<file path="src/rtl/core_pipe_pkg.sv">
// core_pipe_pkg: shared constants and pointer/count helpers for elastic pipeline stages
package core_pipe_pkg;
  localparam logic [31:0] NOP_INSTR = 32'h0000_0013;
  function automatic int unsigned ptr_inc(input int unsigned ptr, input int unsigned depth);
    return (ptr == depth - 32'd1) ? 32'd0 : ptr + 32'd1;
  endfunction
  function automatic int unsigned cnt_width(input int unsigned depth);
    return $clog2(depth + 1);
  endfunction
endpackage

</file>
<file path="src/rtl/pipe_elastic_stage.sv">
// pipe_elastic_stage: DEPTH-entry in-order elastic register with flush, hold and occupancy
module pipe_elastic_stage
  import core_pipe_pkg::*;
#(
  parameter int WIDTH = 64,
  parameter int DEPTH = 2,
  parameter logic [WIDTH-1:0] RST_VALUE = WIDTH'(NOP_INSTR)
) (
  input  logic                         clk,
  input  logic                         rst,
  input  logic                         flush,
  input  logic                         hold,
  input  logic                         in_valid,
  output logic                         in_ready,
  input  logic [WIDTH-1:0]             in_data,
  output logic                         out_valid,
  input  logic                         out_ready,
  output logic [WIDTH-1:0]             out_data,
  output logic [cnt_width(DEPTH)-1:0]  count
);
  localparam int CW = cnt_width(DEPTH);
  localparam int PW = DEPTH > 1 ? $clog2(DEPTH) : 1;
  logic [WIDTH-1:0] mem [DEPTH];
  logic [PW-1:0] wp, rp;
  logic [CW-1:0] cnt;
  logic push, pop;
  // ready depends only on registered occupancy, never on the downstream side
  assign in_ready = cnt != CW'(DEPTH);
  assign out_valid = cnt != '0;
  assign push = in_valid & in_ready & ~flush;
  assign pop = out_valid & out_ready & ~hold & ~flush;
  assign out_data = out_valid ? mem[rp] : RST_VALUE;
  assign count = cnt;
  always_ff @(posedge clk or posedge rst)
    if (rst) begin
      cnt <= '0;
      wp <= '0;
      rp <= '0;
    end else if (flush) begin
      cnt <= '0;
      wp <= '0;
      rp <= '0;
    end else begin
      if (push) wp <= PW'(ptr_inc(32'(wp), DEPTH));
      if (pop) rp <= PW'(ptr_inc(32'(rp), DEPTH));
      cnt <= cnt + CW'(push) - CW'(pop);
    end
  // storage is flops without reset; contents are hidden whenever the buffer is empty
  always_ff @(posedge clk)
    if (push) mem[wp] <= in_data;
endmodule
</file>
<file path="config.mk">
export PLATFORM = sky130hd
export DESIGN_NAME = pipe_elastic_stage
export DESIGN_NICKNAME = d
export VERILOG_FILES = /design/src/rtl/core_pipe_pkg.sv /design/src/rtl/pipe_elastic_stage.sv
export SDC_FILE = /design/constraint.sdc
export NUM_CORES = 1
export LEC_CHECK = 0
export ABC_AREA = 0
export CORE_MARGIN = 2
export CORE_UTILIZATION = 52
export DETAILED_ROUTE_END_ITERATION = 8
export HOLD_SLACK_MARGIN = 0.03
export PLACE_DENSITY = 0.81
export SETUP_SLACK_MARGIN = 0.05
export SLEW_MARGIN = 25
export SYNTH_ARGS = -nofsm -noshare
export SYNTH_HDL_FRONTEND = slang
export SYNTH_SLANG_ARGS = --single-unit
export TNS_END_PERCENT = 100
</file>
<file path="constraint.sdc">
create_clock -name clk -period 12.85 [get_ports clk]
set_clock_uncertainty 0.05 [all_clocks]
set_input_delay 3.855 -clock clk [delete_from_list [all_inputs] [get_ports clk]]
set_output_delay 3.855 -clock clk [all_outputs]
set_load 0.02 [all_outputs]
</file>
==> results of run 1 <==
-- logic make-up (layout without fill, tap and decap cells) --
| family | after synthesis | after routing | share of synthesized area |
|---|---|---|---|
| DFF | 132 | 132 | 0.774 |
| and+or+nand+nor | 80 | 80 | 0.0668 |
| muxes | 66 | 66 | 0.130 |
| buffers and inverters | 17 | 177 | 0.0223 |
| adders and majority gates | 2 | 2 | 0.00491 |
| xor gates and xnor gates | 1 | 1 | 0.00172 |
-- synth_stat cells, types with 2 or more instances --
cell	instances
mux2_1	2
dfrtp_1	4
nor2_1	64
nand2_1	4
ha_1	2
inv_1	3
nor3_1	2
edfxtp_1	128
mux2i_1	64
buf_6	5
buf_2	7
nor2b_1	4
-- final timing paths --
kind / slack, ns / from / endpoint / depth (start not counted)
setup / recovery: 6.19 / count[1]$_DFF_PP0_ / out_data[0] / 5
hold / removal: 0.61 / count[1]$_DFF_PP0_ / count[1]$_DFF_PP0_ / 2
setup reg to reg: 10.14 / count[1]$_DFF_PP0_ / count[1]$_DFF_PP0_ / 10
hold reg to reg: 0.61 / count[1]$_DFF_PP0_ / count[1]$_DFF_PP0_ / 2
max in group asynchronous: 9.03 / rst / rp$_DFFE_PP0P_ / 2
min in group asynchronous: 3.54 / rst / wp$_DFFE_PP0P_ / 2
-- routing by layer --
layer | vias up | GRT usage | share of wire
li1 | 1390 | - | -
met1 | 1433 | 0.226 | 0.39
met2 | 127 | 0.325 | 0.51
met3 | 17 | 0.0854 | 0.083
met4 | 0 | 0.0668 | 0.013
met5 | - | 0 | 0
-- layout by cell type (no fill, tap or decap) --
cell	count
ha_1	2
clkinvlp_4	2
xor2_1	1
nor3b_2	2
clkbuf_1	1
dfrtp_4	1
inv_1	3
or2_2	1
clkinv_2	3
mux2_1	2
buf_16	1
nor3_1	1
clkdlybuf4s50_1	137
nor2_4	1
nor3_2	1
nand2b_1	1
clkinv_1	4
mux2i_1	64
nand2_1	4
nor2b_1	4
dfrtp_1	3
edfxtp_1	128
clkbuf_16	16
clkbuf_8	1
and2_1	1
nor2_1	64
bufinv_16	4
buf_4	5
-- tightest hold or removal path, cell delays in order (launching register included) --
cell and delay, ns:
dfrtp_1 0.43, nor2_1 0.13, nor3_1 0.06
-- area by class of cell --
cell class	instances	area, um2
clock buffer	18	418
inverter	3	11.3
multi-input combinational	149	1050
fill	619	2450
tap	133	166
sequential	132	3950
timing repair buffer	143	1440
clock inverter	13	165
-- report_power, final --
group / total, mW / switching [mW] / internal, mW
Combinational: 0.163 / 0.0850 / 0.0777
Clock: 0.478 / 0.168 / 0.310
Sequential: 0.503 / 0.00854 / 0.495
Total: 1.14 / 0.262 / 0.882
-- flip-flops by register name (all words and copies together), names as in the netlist --
signal  cells
count       2
wp          1
mem       128
rp          1
-- stage by stage --
step	setup WS, ns	area, um2	cells
6_report	6.19	7190	591
5_1_grt	6.00	7190	591
4_1_cts	6.13	7190	591
3_5_place_dp	6.70	6610	560
3_3_place_gp	6.76	6580	559
2_1_floorplan	3.45	5090	298
==> results.py, run 1 <==
metrics = {
    "clock_network": {
        "cts_buffers": 17,
        "holdBufCountCts": 0,
        "cts_setup_buffers": 0,
        "cts-htree-levels": 4,
        "cts.sinks": 132,
        "clk_pin_slew_ns": 0.06,
        "cts_tree": "done",
        "post_cts_resized": 0,
        "ctsRootBufferMaster": "clkbuf_8",
        "cts_buffer_depth": 2,
        "clkLatencyLatePin_ns": 0.51,
    },
    "worst_setup_path": {
        "crit_chain": "nor2_4, buf_4, inv_1, nand2_1, clkdlybuf4s50_1",
        "critPathRequiredTime_ns": 8.94,
        "slowest_delay_ns": 0.62,
        "critPathSlowestCell": "clkdlybuf4s50_1",
        "cp-end-kind": "output port",
        "worstPathMaxFanout": 45,
        "critPathKind": "reg2out",
        "worstPathArrival_ns": 2.76,
        "crit_path_start_kind": "flip-flop",
        "crit_family": "buffers and inverters",
        "critPathBufInv": 3,
    },
    "detailed_routing": {
        "wire_per_inst_um": 17.0,
        "drt_wl_total_um": 10100,
        "drc": 0,
        "ant_nets": 0,
        "via_per_inst": 5.02,
        "drtIter0Drc": 180,
        "vias": 2967,
        "firstDrtPassIters": 4,
    },
    "placement": {
        "post-dp-hpwl_um": 6250,
        "port_buffers": 137,
        "gp_congestion": 0.747,
    },
    "floorplanning": {
        "fp-row-count": 36,
        "io_pins": 138,
        "die_x_um": 103,
        "die_h_um": 103,
        "die-area_um2": 10600,
        "start_util": 0.529,
        "coreArea_um2": 9640,
    },
    "logic_synthesis": {
        "yosysUniqueCellTypes": 21,
        "yosysWarningCount": 0,
        "synth_ff_type": "edfxtp_1",
        "syn-instance-count": 298,
        "postSynth.asyncResetShare": 0.0303,
        "yosys_register_bits": 132,
        "synth.area.top_cells": "edfxtp_1, mux2i_1, nor2_1",
        "syn_nets": 370,
        "seq_area_frac_synth": 0.774,
        "avgSynthCellArea_um2": 17.1,
        "yosysTopAreaCellShare": 0.754,
        "yosys.area.top_type": "edfxtp_1",
        "synth_edf_count": 128,
        "netlist_area_um2": 5090,
    },
    "power": {
        "p_leak_nw": 2.39,
        "power_mw": 1.14,
        "powerDensity_nw_per_um2": 159,
        "ir_drop_v": 0.0000955,
    },
    "timing": {
        "slew-limit-headroom": 0.641,
        "setup_viol": 0,
        "whs_ns": 0.606,
        "fin_crit_ns": 6.66,
        "rsz0062_at_grt": "false",
        "finalMaxSlewViolations": 0,
        "post-route-period-util": 0.519,
        "tightest_slew_ns": 0.538,
        "finalHoldViolCount": 0,
        "fin_setup_tns_ns": 0,
        "fmax_ghz": 0.150,
    },
    "global_route": {
        "grt_max_degree": 46,
        "grt_pass1_vias": 3030,
        "antenna_found_initial": 0,
        "overflow": 0,
        "grtUsageTotal": 0.195,
        "grt_pass1_wl_um": 14900,
    },
    "finish": {
        "diodes": 0,
        "area_growth_pct": 41.2,
        "final_core_utilization": 0.746,
        "nets": 518,
        "layout-drive-gt1-share": 0.0830,
    },
    "run": {
        "drv_cap": 0,
    },
    "hold_path": {
        "holdCritPathClass": "reg2reg",
    },
    "run_status": {
        "status": "completed",
    },
}
(Power assumes the default switching activity.)
==> run 2: changes to the inputs <==
- CORE_UTILIZATION: 52 -> 43
- PLACE_DENSITY: 0.81 -> 0.71
- clock period: 12.85 -> 5.5 ns (I/O delays scaled with it)
==> results.py, run 2 (synthesis gave the netlist of run 1 again) <==
metrics = {
    "run_status": {
        "status": "completed",
    },
    "finish": {
        "final_common_cell": "clkdlybuf4s50_1",
        "layout-drive-gt1-share": 0.0937,
        "regArea_um2": 3950,
        "largest_reg_flops": 128,
        "diodes": 0,
        "fillers": 868,
        "area_growth_pct": 42.1,
        "nets": 518,
        "final_core_utilization": 0.631,
        "multi_input_area_um2": 1060,
        "largest-register": "mem",
        "layout_common_cells": "clkdlybuf4s50_1, edfxtp_1, nor2_1, mux2i_1, clkbuf_16",
    },
    "worst_setup_path": {
        "rr_worst_depth": 9,
        "regToRegStartpoint": "count[1]$_DFF_PP0_",
        "critPathKind": "reg2out",
        "critPathRequiredTime_ns": 3.80,
        "timing.rr.end": "count[1]$_DFF_PP0_",
        "critPathBufInv": 2,
        "cp.depth": 4,
        "worstPathArrival_ns": 2.59,
        "cp-end-kind": "output port",
        "crit_chain": "nor2_4, buf_4, nor2_1, clkdlybuf4s50_1",
        "slowest_delay_ns": 0.65,
        "regToRegSetupSlack_ns": 3.02,
        "worstPathMaxFanout": 34,
        "crit_path_start_kind": "flip-flop",
        "critPathSlowestCell": "nor2_4",
        "crit_family": "buffers and inverters",
    },
    "hold_path": {
        "hp-start": "count[1]$_DFF_PP0_",
        "holdPathStages": 2,
        "holdPathEnd": "count[1]$_DFF_PP0_",
        "holdCritPathClass": "reg2reg",
    },
    "timing": {
        "fmax_ghz": 0.233,
        "finalHoldViolCount": 0,
        "slew-limit-headroom": 0.470,
        "finalMaxSlewViolations": 0,
        "fin_setup_tns_ns": 0,
        "setup_viol": 0,
        "rsz0062_at_grt": "false",
        "whs_ns": 0.606,
        "post-route-period-util": 0.780,
        "fin_crit_ns": 4.29,
        "tightest_slew_ns": 0.793,
    },
    "placement": {
        "port_buffers": 137,
        "post-dp-hpwl_um": 6180,
        "gp_congestion": 0.745,
    },
    "clock_network": {
        "clkLatencyLatePin_ns": 0.40,
        "holdBufCountCts": 0,
        "post_cts_resized": 0,
        "cts-htree-levels": 4,
        "cts_buffer_depth": 2,
        "cts_setup_buffers": 0,
        "cts.sinks": 132,
        "cts_buffers": 17,
        "cts_tree": "done",
        "ctsRootBufferMaster": "clkbuf_16",
        "clk_pin_slew_ns": 0.06,
    },
    "detailed_routing": {
        "wire_per_inst_um": 15.5,
        "drt_wl_total_um": 9340,
        "drtIter0Drc": 92,
        "vias": 2911,
        "ant_nets": 0,
        "firstDrtPassIters": 4,
        "via_per_inst": 4.84,
        "drc": 0,
    },
    "floorplanning": {
        "fp-row-count": 39,
        "die_x_um": 113,
        "io_pins": 138,
        "die_h_um": 113,
        "start_util": 0.444,
        "die-area_um2": 12700,
        "coreArea_um2": 11500,
    },
    "power": {
        "p_leak_nw": 2.40,
        "ir_drop_v": 0.000202,
        "powerDensity_nw_per_um2": 370,
        "power_mw": 2.68,
    },
    "global_route": {
        "grtUsageTotal": 0.151,
        "overflow": 0,
        "grt_pass1_vias": 3124,
        "antenna_found_initial": 0,
        "grt_max_degree": 40,
        "grt_pass1_wl_um": 14800,
    },
    "run": {
        "drv_cap": 0,
    },
}
-- run 2: cell types whose count changed in the layout (fill, tap and decap cells not counted), moves of 2 or more --
cell,before,now
clkinv_1,4,1
inv_6,0,3
clkinvlp_4,2,4
clkinv_4,0,3
clkinv_2,3,1
-- run 2: cell type report --
class	count	area share
Clock buffer	17	0.0588
Clock inverter	15	0.0251
Timing Repair Buffer	143	0.198
Multi-Input combinational cell	149	0.146
Sequential cell	132	0.545
Inverter	3	0.00156
Tap cell	143	0.0247
-- run 2: worst register-to-register path, delay by kind of cell, from the launching register on --
family,cells,cell delay [ns]
flip-flops,1,0.44
XOR/XNOR,1,0.15
buffers and inverters,1,0.04
adder cells (fa/ha/maj),2,0.46
AND/OR/NAND/NOR,5,1.26
-- run 2: worst max-delay path by stage --
| stage | from | endpoint | slack (ns) |
|---|---|---|---|
| final | count[1]$_DFF_PP0_ | out_data[62] | 1.21 |
| after global routing | count[1]$_DFF_PP0_ | out_data[8] | 0.99 |
| after CTS | count[1]$_DFF_PP0_ | out_data[62] | 1.13 |
| after detailed placement | count[1]$_DFF_PP0_ | out_data[62] | 1.56 |
| after global placement | rp$_DFFE_PP0P_ | out_data[27] | 1.58 |
| after floorplan | flush | mem[1][0]$_DFFE_PP_ | 0.57 |
-- run 2: power by group --
group	internal, mW	leakage [nW]	switching [mW]
clock	0.716	0.284	0.411
combinational	0.182	0.888	0.194
sequential	1.16	1.23	0.0194
-- run 2: metal layers --
| metal | vias to the layer above | GRT usage | wire length, um |
|---|---|---|---|
| met5 | - | 0 | 0 |
| met4 | 0 | 0.0577 | 78 |
| met3 | 7 | 0.0487 | 586 |
| met2 | 91 | 0.267 | 4940 |
| met1 | 1417 | 0.172 | 3730 |
| li1 | 1396 | - | - |
-- run 2: through the flow --
stage                     worst slack, ns  area, um2  cells
after floorplan                     0.567       5100    298
after global placement               1.58       6610    569
after detailed placement             1.56       6630    570
after CTS                            1.13       7240    602
after global routing                0.990       7240    602
final                                1.21       7240    602
==> run 3: changes to the inputs <==
- CORE_UTILIZATION: 43 -> 48
- PLACE_DENSITY: 0.71 -> 0.76
- clock period: 5.5 -> 4.49 ns (I/O delays scaled with it)
==> results.py, run 3 (synthesis gave the netlist of run 1 again) <==
metrics = {
    "run_status": {
        "status": "completed",
    },
    "floorplanning": {
        "die_h_um": 107,
        "start_util": 0.494,
        "die-area_um2": 11500,
        "io_pins": 138,
        "fp-row-count": 37,
        "die_x_um": 107,
        "coreArea_um2": 10300,
    },
    "clock_network": {
        "cts-htree-levels": 4,
        "ctsRootBufferMaster": "clkbuf_8",
        "cts_setup_buffers": 0,
        "cts_buffers": 17,
        "holdBufCountCts": 0,
        "clk_pin_slew_ns": 0.06,
        "cts_buffer_depth": 2,
        "cts_tree": "done",
        "clkLatencyLatePin_ns": 0.50,
        "cts.sinks": 132,
        "post_cts_resized": 0,
    },
    "worst_setup_path": {
        "critPathKind": "reg2out",
        "crit_path_start_kind": "flip-flop",
        "crit_family": "flip-flops",
        "cp-end-kind": "output port",
        "worstPathArrival_ns": 2.67,
        "slowest_delay_ns": 0.98,
        "crit_chain": "buf_4, mux2i_1, nor2_1, clkdlybuf4s50_1",
        "critPathBufInv": 2,
        "critPathSlowestCell": "dfrtp_4",
        "worstPathMaxFanout": 48,
        "critPathRequiredTime_ns": 3.09,
    },
    "finish": {
        "fillers": 698,
        "layout-drive-gt1-share": 0.0954,
        "largest_reg_flops": 128,
        "diodes": 0,
        "final_core_utilization": 0.699,
        "nets": 520,
        "largest-register": "mem",
        "final_common_cell": "clkdlybuf4s50_1",
        "layout_common_cells": "clkdlybuf4s50_1, edfxtp_1, nor2_1, mux2i_1, clkbuf_16",
        "area_growth_pct": 41.6,
    },
    "timing": {
        "whs_ns": 0.636,
        "fin_setup_tns_ns": 0,
        "post-route-period-util": 0.906,
        "rsz0062_at_grt": "false",
        "finalMaxSlewViolations": 0,
        "slew-limit-headroom": 0.444,
        "tightest_slew_ns": 0.834,
        "finalHoldViolCount": 0,
        "fin_crit_ns": 4.07,
        "fmax_ghz": 0.246,
        "worst_slack_ns": 0.421,
        "setup_viol": 0,
    },
    "global_route": {
        "grtUsageTotal": 0.173,
        "grt_pass1_wl_um": 14400,
        "grt_pass1_vias": 2909,
        "antenna_found_initial": 0,
        "overflow": 0,
        "grt_max_degree": 49,
    },
    "detailed_routing": {
        "firstDrtPassIters": 4,
        "dr_wl_met3_um": 700,
        "drt_wl_total_um": 9740,
        "drtIter0Drc": 159,
        "wire_per_inst_um": 16.3,
        "highest_layer": "met4",
        "wl_met2_um": 4880,
        "via_per_inst": 4.95,
        "ant_nets": 0,
        "wl_met1_um": 4070,
        "drc": 0,
        "vias": 2956,
    },
    "run": {
        "drv_cap": 0,
    },
    "power": {
        "powerDensity_nw_per_um2": 441,
        "power_mw": 3.18,
        "p_leak_nw": 2.39,
        "ir_drop_v": 0.000244,
    },
    "placement": {
        "place_ws_ns": 0.921,
        "post-dp-hpwl_um": 6330,
        "gp_congestion": 0.714,
        "port_buffers": 137,
    },
    "hold_path": {
        "holdCritPathClass": "reg2reg",
    },
}
==> run 3: changes by cell type in the layout (fill, tap and decap cells not counted), sizes merged <==
cell,before,now
clkbuf,17,19
bufinv,3,2
inv,6,4
buf,6,8
clkinvlp,4,5
==> run 3: layout make-up <==
class	count	area, um2	area share
inverters	3	11.3	0.00156
multi-input cells	149	1060	0.147
clock inverters	13	135	0.0187
clock buffers	19	422	0.0584
repair buffers	145	1470	0.204
flip-flops and latches	132	3950	0.547
well taps	136	170	0.0236
==> run 3: path summary, 6_finish.rpt <==
kind,slack [ns],from,cells past startpoint,end
worst min register to register,0.64,count[1]$_DFF_PP0_,2,count[1]$_DFF_PP0_
min in group asynchronous,0.99,rst,2,wp$_DFFE_PP0P_
worst max register to register,1.99,count[1]$_DFF_PP0_,10,count[1]$_DFF_PP0_
worst min-delay path,0.64,count[1]$_DFF_PP0_,2,count[1]$_DFF_PP0_
max in group asynchronous,3.22,rst,2,rp$_DFFE_PP0P_
worst max-delay path,0.42,rp$_DFFE_PP0P_,4,out_data[5]
==> run 3: stage by stage <==
stage | cell area (um2) | cells
floorplan | 5120 | 298
global placement | 6660 | 565
detailed placement | 6660 | 565
CTS | 7210 | 597
global route | 7210 | 597
finish | 7210 | 597
==> run 3: per-layer routing <==
metal,GRT usage,vias to the layer above
met3,0.0608,9
met1,0.211,1434
met5,0,-
met4,0.0696,0
li1,-,1397
met2,0.281,116
==> run 3: where the power goes <==
part           switching, mW  internal (mW)
combinational          0.238          0.231
clock                  0.483          0.786
sequential            0.0305           1.42
==> run 3: worst register-to-register path: stages (launching register included) <==
cell and delay [ns]:
dfrtp_1 0.45, nor2_4 0.49, buf_12 0.27, nor3b_2 0.09, nor2b_1 0.13, ha_1 0.29, inv_1 0.04, ha_1 0.17
xor2_1 0.15, and2_1 0.16, nor3_1 0.12
